### src/rtl/cars_pkg.sv
// Shared types and constants for the 2Cars obstacle path.
// Lanes 0/1 belong to the left car, lanes 2/3 to the right car.
package cars_pkg;

    localparam logic [1:0] LANE_L0 = 2'd0;
    localparam logic [1:0] LANE_L1 = 2'd1;
    localparam logic [1:0] LANE_R0 = 2'd2;
    localparam logic [1:0] LANE_R1 = 2'd3;

    localparam logic KIND_CIRCLE = 1'b0;
    localparam logic KIND_SQUARE = 1'b1;

    typedef enum logic [1:0] {
        StIdle,
        StPushL,
        StPushR
    } spawn_state_t;

    typedef struct packed {
        logic [1:0] lane;
        logic       kind;
    } entry_t;

    localparam int unsigned ENTRY_W = $bits(entry_t);

endpackage

### src/rtl/spawn_fifo.sv
// Synchronous FIFO for obstacle entries. A push into a full FIFO succeeds only
// when a pop happens on the same edge; read data is forced to zero while empty.
module spawn_fifo #(
    parameter int unsigned Depth = 4,
    parameter int unsigned Width = 3,
    localparam int unsigned AddrW = $clog2(Depth)
) (
    input  logic             clk,
    input  logic             rstn,
    input  logic             push,
    input  logic [Width-1:0] wdata,
    input  logic             pop,
    output logic [Width-1:0] rdata,
    output logic             full,
    output logic             empty,
    output logic [AddrW:0]   count
);

    localparam logic [AddrW:0] FullCount = (AddrW + 1)'(Depth);

    logic [Width-1:0] mem_q [Depth];
    logic [AddrW-1:0] wptr_q;
    logic [AddrW-1:0] rptr_q;
    logic [AddrW:0]   count_q;
    logic             do_push;
    logic             do_pop;

    assign empty   = (count_q == '0);
    assign full    = (count_q == FullCount);
    assign do_pop  = pop && !empty;
    assign do_push = push && (!full || do_pop);

    always_ff @(posedge clk) begin
        if (!rstn) begin
            wptr_q  <= '0;
            rptr_q  <= '0;
            count_q <= '0;
        end else begin
            if (do_push) begin
                wptr_q <= wptr_q + 1'b1;
            end
            if (do_pop) begin
                rptr_q <= rptr_q + 1'b1;
            end
            if (do_push && !do_pop) begin
                count_q <= count_q + 1'b1;
            end else if (!do_push && do_pop) begin
                count_q <= count_q - 1'b1;
            end
        end
    end

    // Storage needs no reset; the pointers and count define what is valid.
    always_ff @(posedge clk) begin
        if (rstn && do_push) begin
            mem_q[wptr_q] <= wdata;
        end
    end

    assign rdata = empty ? '0 : mem_q[rptr_q];
    assign count = count_q;

endmodule

### src/rtl/obstacle_spawner.sv
// Every SPAWN_PERIOD enabled frame ticks, decodes the LFSR word into one or two
// obstacle entries and queues them for the track logic.
module obstacle_spawner
    import cars_pkg::*;
#(
    parameter int unsigned SPAWN_PERIOD = 50,
    parameter int unsigned FIFO_DEPTH   = 4,
    localparam int unsigned CountW      = $clog2(FIFO_DEPTH) + 1
) (
    input  logic              clk,
    input  logic              rstn,
    input  logic              tick,
    input  logic              enable,
    input  logic [4:0]        rnd,
    output logic              spawn_valid,
    output logic [1:0]        spawn_lane,
    output logic              spawn_kind,
    input  logic              spawn_ready,
    output logic [CountW-1:0] fifo_count,
    output logic              overflow
);

    localparam int unsigned CntW = (SPAWN_PERIOD > 2) ? $clog2(SPAWN_PERIOD) : 1;
    localparam logic [CntW-1:0] CntLast = CntW'(SPAWN_PERIOD - 1);

    logic [CntW-1:0] cnt_q, cnt_d;
    logic            spawn_event;
    spawn_state_t    state_q, state_d;
    logic [4:0]      rnd_q, rnd_d;
    logic            toggle_q, toggle_d;
    logic            overflow_q, overflow_d;
    logic            push;
    entry_t          wentry;
    entry_t          rentry;
    logic            fifo_full;
    logic            fifo_empty;
    logic            pop;

    always_comb begin
        cnt_d       = cnt_q;
        spawn_event = 1'b0;
        if (tick && enable) begin
            if (cnt_q == CntLast) begin
                cnt_d       = '0;
                spawn_event = 1'b1;
            end else begin
                cnt_d = cnt_q + 1'b1;
            end
        end
    end

    always_comb begin
        state_d  = state_q;
        rnd_d    = rnd_q;
        toggle_d = toggle_q;
        push     = 1'b0;
        wentry   = '0;
        case (state_q)
            StIdle: begin
                if (spawn_event) begin
                    rnd_d = rnd;
                    if (rnd[4]) begin
                        state_d = StPushL;
                    end else begin
                        // Single-side events alternate sides, starting left.
                        state_d  = toggle_q ? StPushR : StPushL;
                        toggle_d = ~toggle_q;
                    end
                end
            end
            StPushL: begin
                push        = 1'b1;
                wentry.lane = rnd_q[0] ? LANE_L1 : LANE_L0;
                wentry.kind = rnd_q[1] ? KIND_SQUARE : KIND_CIRCLE;
                state_d     = rnd_q[4] ? StPushR : StIdle;
            end
            StPushR: begin
                push        = 1'b1;
                wentry.lane = rnd_q[2] ? LANE_R1 : LANE_R0;
                wentry.kind = rnd_q[3] ? KIND_SQUARE : KIND_CIRCLE;
                state_d     = StIdle;
            end
            default: state_d = StIdle;
        endcase
    end

    assign pop = !fifo_empty && spawn_ready;

    always_comb begin
        overflow_d = overflow_q;
        if (spawn_event && (state_q != StIdle)) begin
            overflow_d = 1'b1;
        end
        if (push && fifo_full && !pop) begin
            overflow_d = 1'b1;
        end
    end

    always_ff @(posedge clk) begin
        if (!rstn) begin
            cnt_q      <= '0;
            state_q    <= StIdle;
            rnd_q      <= '0;
            toggle_q   <= 1'b0;
            overflow_q <= 1'b0;
        end else begin
            cnt_q      <= cnt_d;
            state_q    <= state_d;
            rnd_q      <= rnd_d;
            toggle_q   <= toggle_d;
            overflow_q <= overflow_d;
        end
    end

    spawn_fifo #(
        .Depth (FIFO_DEPTH),
        .Width (ENTRY_W)
    ) u_fifo (
        .clk   (clk),
        .rstn  (rstn),
        .push  (push),
        .wdata (wentry),
        .pop   (pop),
        .rdata (rentry),
        .full  (fifo_full),
        .empty (fifo_empty),
        .count (fifo_count)
    );

    assign spawn_valid = !fifo_empty;
    assign spawn_lane  = rentry.lane;
    assign spawn_kind  = rentry.kind;
    assign overflow    = overflow_q;

endmodule

### config.mk
export PLATFORM = sky130hd
export DESIGN_NAME = obstacle_spawner
export DESIGN_NICKNAME = d
export VERILOG_FILES = /design/src/rtl/cars_pkg.sv /design/src/rtl/spawn_fifo.sv /design/src/rtl/obstacle_spawner.sv
export SDC_FILE = /design/constraint.sdc
export NUM_CORES = 1
export LEC_CHECK = 0
export CAP_MARGIN = 5
export CORE_ASPECT_RATIO = 1.1
export CORE_MARGIN = 2
export CORE_UTILIZATION = 40
export CTS_CLUSTER_SIZE = 8
export DETAILED_ROUTE_END_ITERATION = 10
export DONT_BUFFER_PORTS = 1
export HOLD_SLACK_MARGIN = 0.03
export REMOVE_ABC_BUFFERS = 1
export SLEW_MARGIN = 20
export SYNTH_ARGS = -nofsm -noshare
export SYNTH_HDL_FRONTEND = slang
export SYNTH_HIERARCHICAL = 1
export SYNTH_SLANG_ARGS = --single-unit
### constraint.sdc
create_clock -name clk -period 4.3 [get_ports clk]
set_input_delay 0.215 -clock clk [delete_from_list [all_inputs] [get_ports clk]]
set_output_delay 0.215 -clock clk [all_outputs]
set_load 0.02 [all_outputs]
Word level (Yosys, flattened, before mapping)
Memory sizes are Yosys's and may differ from the RTL's. A register that Yosys moved wholly into a read port is not among the register bits.
Cells that the tools add are included.
Operators by class
  add/sub/neg operators: 5
  multiply operators: 0
  divide/modulo/power cells: 0
  order comparisons: 0
  equality and inequality tests: 5
  shifts and indexed selects: 0
  muxes and demuxes: 23
  bitwise gates (word level): 2
  reductions and logical operators: 24
Operators by type and width (count)
  2-bit two-way mux: 6
  1-bit two-way mux: 11
  1-bit logical AND: 10
  3-bit two-way mux: 3
  6-bit by 1-bit adder with 6-bit output (second input constant): 1
  6-bit == test (second input constant): 1
  6-bit two-way mux: 1
  3-bit case mux with 2 select lines: 1
  2-bit nonzero test: 3
  1-bit logical NOT: 5
  2-bit by 1-bit adder with 2-bit output (second input constant): 2
  2-bit case mux with 2 select lines: 1
  3-bit by 1-bit adder with 3-bit output (second input constant): 1
  3-bit == test (second input constant): 1
  3-bit logical NOT: 1
  3-bit AND reduction: 1
  3-bit by 1-bit subtractor with 3-bit output (second input constant): 1
  2-bit by 1-bit == test with 1-bit output (second input constant): 1
  2-bit == test (second input constant): 1
  2-bit logical NOT: 1
  2-bit != test (second input constant): 1
  1-bit NOT: 2
  2-bit AND reduction: 1
  2-bit OR reduction: 1
  1-bit logical OR: 1
Storage, ports and cells
  flip-flop bits (word level): 22
  latch bits: 0
  bits in writable memories: 12
  ROM bits: 0
  bits of input ports: 10
  output and inout bits: 8
  logic and storage cells: 68
  memories: 1
Memory list
  u_fifo.mem_q: depth 4, width 3, read ports 1, clocked after memory_dff 1, write ports 1, line spawn_fifo.sv:21  | logic [Width-1:0] mem_q [Depth];

Longest topological paths before layout
  word-level depth: 10
  depth in mapped cells: 10
  depth with buffers taken out: 10

Cells and area by module
The synthesis kept the hierarchy.
Modules (own cells, without submodules)
  spawn_fifo: times used 1, cells each 67, area an instance 949.7 um^2, seq. area each 540.5 um^2
  obstacle_spawner: times used 1, cells each 90, area an instance 804.5 um^2, seq. area each 300.3 um^2

Worst setup path before layout
No wires, ideal clock.
  kind: flip-flop to flip-flop
  start point: register u_fifo.count_q[0] (netlist: u_fifo/count[0])
  end point: register u_fifo.count_q[2] (netlist: u_fifo/count[2])
  setup time: 0.070 ns
  data arrival time: 2.425 ns
  data required time: 4.230 ns
  setup slack: 1.805 ns
  cell stages (with the launch flop): 11
  buffers on the path: 0
  clock period less this slack: 2.495 ns
  path through: dfxtp_1 > nor3_2 > nor2b_1 > inv_1 > a21boi_4 > ha_1 > inv_1 > fa_1 > xor2_1 > or3_1 > a21boi_1
Between the ends
  word-level cells in the longest chain between the ends: 9
  elaborated cells between the ends (all ways): 17
  those cells by class: add/sub (2); eq/ne (1); mux (2); reduce/logical (12)
RTL lines
  start: declaration: line spawn_fifo.sv:24  | logic [AddrW:0] count_q;
  start signal: assignment: line spawn_fifo.sv:46  | count_q <= count_q + 1'b1;
  start signal: assignment: line spawn_fifo.sv:48  | count_q <= count_q - 1'b1;
  3-bit logical NOT (*): line spawn_fifo.sv:28  | assign empty = (count_q == '0);
  via fifo_empty: line obstacle_spawner.sv:36  | logic fifo_empty;
  1-bit logical NOT (*): line obstacle_spawner.sv:87  | assign pop = !fifo_empty && spawn_ready;
  1-bit logical AND (*): line obstacle_spawner.sv:87
  via pop: line obstacle_spawner.sv:37  | logic pop;
  1-bit logical AND (*): line spawn_fifo.sv:30  | assign do_pop = pop && !empty;
  1-bit logical OR: line spawn_fifo.sv:31  | assign do_push = push && (!full || do_pop);
  1-bit logical AND: line spawn_fifo.sv:31
  1-bit logical NOT: line spawn_fifo.sv:47  | end else if (!do_push && do_pop) begin
  1-bit logical AND: line spawn_fifo.sv:47
  2-bit nonzero test (no line)
Mark *: on every way through the listed nets, which the timed path passes. The rest lies on a longest branch. The select of a mux whose other input is x is not followed.
A chain may end at the register's enable or synchronous reset.

Final worst setup path
Same ends and word-level chain as after synthesis.

==> metrics.txt <==
starting density of the core=around 41%; DRT Wirelength=between 3 and 4 mm; Worst-path clk slew=approximately 0.070 ns; Max-slew headroom=62.8%; Mapped Area=~1800 sq um; hold buffer count at cts=0; clock share of power=between 40% and 50%; clk buf depth=2; CP endpoint kind=register; Net Sw Frac=19.7%; Synth Area in Compound Gates=under 10%; fin crit share=between 60% and 70%; Fmax=0.355 GHz; vias in the first global route=about 1200; Hold Path Class=in2reg; Slew @ Worst Pin=around 0.55 ns; clk_lat worst skew=just under 0.3 ns; HPWL after DPL=approximately 2.2 mm; Async SR Flop Fraction=0%; Core Rows=25; P&R area growth vs syn=9.13%; Syn Inst Count=between 150 and 200; ANT cells=0; pin count of the biggest net entering global routing=33; final-stage net count=between 150 and 200; top_reg_cell synth=dfxtp_1; residual DRC count=0; post-CTS resize count=0; WP data arrival=between 3 and 4 ns; GR Overflow Total=0; peak supply drop=about 0.2 mV; Worst Setup SP=u_fifo/count[0]$_SDFFE_PN0P_; internal power=0.526 mW; setup TNS=0 ns; WHS Path Cells=1; Min Hold Slack=about 0.042 ns; clock sink count=36; warnings from Yosys=6; count of state elements after synthesis=36; Hold Path Origin=enable; Final Wtd Congestion=just under 0.7; Layout fillers=about 430; post-synth top area cell=dfxtp_1; ranking of synthesized cells by area=dfxtp_1 (27%), edfxtp_1 (21%), ha_1 (7.8%), mux2i_1 (5.7%), nand2_1 (4.3%); port bufs=0; Worst Path Required=around 4.5 ns; largest family of logic cells by synthesized area=simple AND/OR/NAND/NOR gates; Via density=roughly 5.2; final hold vios=0; status=complete, no violations; CORE AREA=approximately 4300 sq um; share of cells above drive strength 1=around a tenth; initial antenna violation count=0; root buf cell=clkbuf_8; CTS buffer count=5; P per Cell Area=343 nW/um^2; first-pass GRT wire length=roughly 5.1 mm; die height=73.5 um; xor-xnor portion of the synthesized cell area=between 2 and 2.5%; Flop pwr share=between 50 and 60%; Final min period=2.82 ns; endpoints failing setup=0; H-tree levels=2; ANT nets after route=0; die area=roughly 5000 sq um; Max FO, Critical Path=7; register area share after synthesis=a little under half; Startpoint Class=register; Comb pwr share=1.4%; MaxCap Viol Count=0; GRT Resource Usage Total=14.1%; fin. max-slew vios=0; Cell variety after synth=40; cell depth of the worst flop-to-flop path=10; Post-synth EDFFs=12; RR Startpoint=u_fifo/count[0]$_SDFFE_PN0P_; Synth top area share=between 20% and 30%; simple-gate portion of the synthesized area=19.3%; skew final=0.00431 ns; RSZ-0062 raised after global routing=false; Routed WL per cell=14.0 um; CTS tree=yes; area share of fa/ha/maj cells after synthesis=around 9.0%; num ports=18; fraction of synthesized area in multiplexers=between 9 and 10%; Post-CTS Setup Repair Bufs=0; crit path kind=reg2reg; Switch Pwr=around 0.13 mW; drt pass-1 iters=4; Mean Syn Cell Area=between 10 and 15 sq um; die width=~67 um; via count=between 1000 and 1500; Leak=between 0.7 and 0.8 nW; drt initial violations=28
==> power groups by stage <==
stage | Clock, mW | Combinational (mW) | Sequential [mW]
2_1_floorplan | 0 | 0.00790 | 0.359
3_3_place_gp | 0 | 0.00866 | 0.360
3_5_place_dp | 0 | 0.00941 | 0.360
4_1_cts | 0.303 | 0.00937 | 0.352
5_1_grt | 0.315 | 0.0106 | 0.352
6_report | 0.294 | 0.00927 | 0.352
==> final cells by class <==
class	count	area [sq um]	area share [%]
Clock buffer	5	68.8	3.59
Clock inverter	3	42.5	2.22
Inverter	10	37.5	1.96
Multi-Input combinational cell	108	857	44.8
Sequential cell	36	841	43.9
Tap cell	54	67.6	3.53
==> kinds of logic (layout without fill, tap and decap cells) <==
kind of cell	Yosys count	after routing
AO/OA/AOI/OAI	21	21
multiplexers	13	13
adder cells (fa/ha/maj)	12	12
XOR/XNOR	5	5
AND/OR/NAND/NOR	57	57
buffers and inverters	13	18
flip-flops	36	36
==> placed cells by master, fill, tap and decap left out, types with 4 or more instances in the layout <==
cell	n
and2_1	4
and3_1	4
clkbuf_8	5
dfxtp_1	24
edfxtp_1	12
ha_1	11
inv_1	10
mux2i_1	10
nand2_1	20
nor2b_1	6
o21ai_0	9
or3_1	5
==> state kept, by name, summed over array words and instances, names as in the netlist, named ones only <==
register       count
state_q            2
u_fifo/count       3
u_fifo/mem_q      12
toggle_q           1
u_fifo/rptr_q      2
rnd_q              5
overflow           1
u_fifo/wptr_q      2
cnt_q              6
==> worst paths after layout <==
kind	end	slack, ns
setup / recovery	u_fifo/count[2]$_SDFFE_PN0P_	1.48
setup reg to reg	u_fifo/count[2]$_SDFFE_PN0P_	1.48
hold reg to reg	rnd_q[1]$_SDFFE_PN0P_	0.47
hold / removal	cnt_q[1]$_SDFFE_PN0N_	0.04
==> per-layer routing <==
metal  part of all wire [%]  global-route usage (%)  up-vias
li1                       -                       -      558
met1                     44                    15.3      530
met2                     50                    24.9       20
met3                    4.1                    4.59        6
met4                    1.9                    6.12        0
met5                      0                       0        -
==> cell usage after synthesis (2+ instances only) <==
library cell  number
and3_1             4
nand2_1           20
o21ai_0            9
dfxtp_1           24
mux4_2             2
or3_1              5
edfxtp_1          12
nor3_2             2
and2_1             4
a21boi_1           2
clkbuf_1           2
xor2_1             2
ha_1              11
nand3_1            2
mux2i_1           10
nor2_1             3
nor2b_1            6
a21oi_1            3
a22oi_1            2
xnor2_1            3
inv_1             10
==> critical path, cell delays in order (launching register included) <==
cell and delay, ns:
dfxtp_1 0.62, nor3_2 0.15, nor2b_1 0.31, inv_1 0.12, a21boi_4 0.23, ha_1 0.22, inv_1 0.06, fa_1 0.38
xor2_1 0.16, or3_1 0.30, a21boi_1 0.17
==> per-stage QoR <==
stage / util (%) / std cells / power, mW / cell area (sq um) / setup WS, ns
floorplan: - / 154 / 0.367 / 1740 / 1.81
finish: 45.0 / 216 / 0.656 / 1910 / 1.48
CTS: 45.0 / 216 / 0.664 / 1910 / 1.48
detailed placement: 42.4 / 208 / 0.369 / 1800 / 1.50
global route: 45.0 / 216 / 0.678 / 1910 / 1.26
global placement: 42.4 / 208 / 0.368 / 1800 / 1.67
Note: power is estimated with default switching activity, not from simulation.
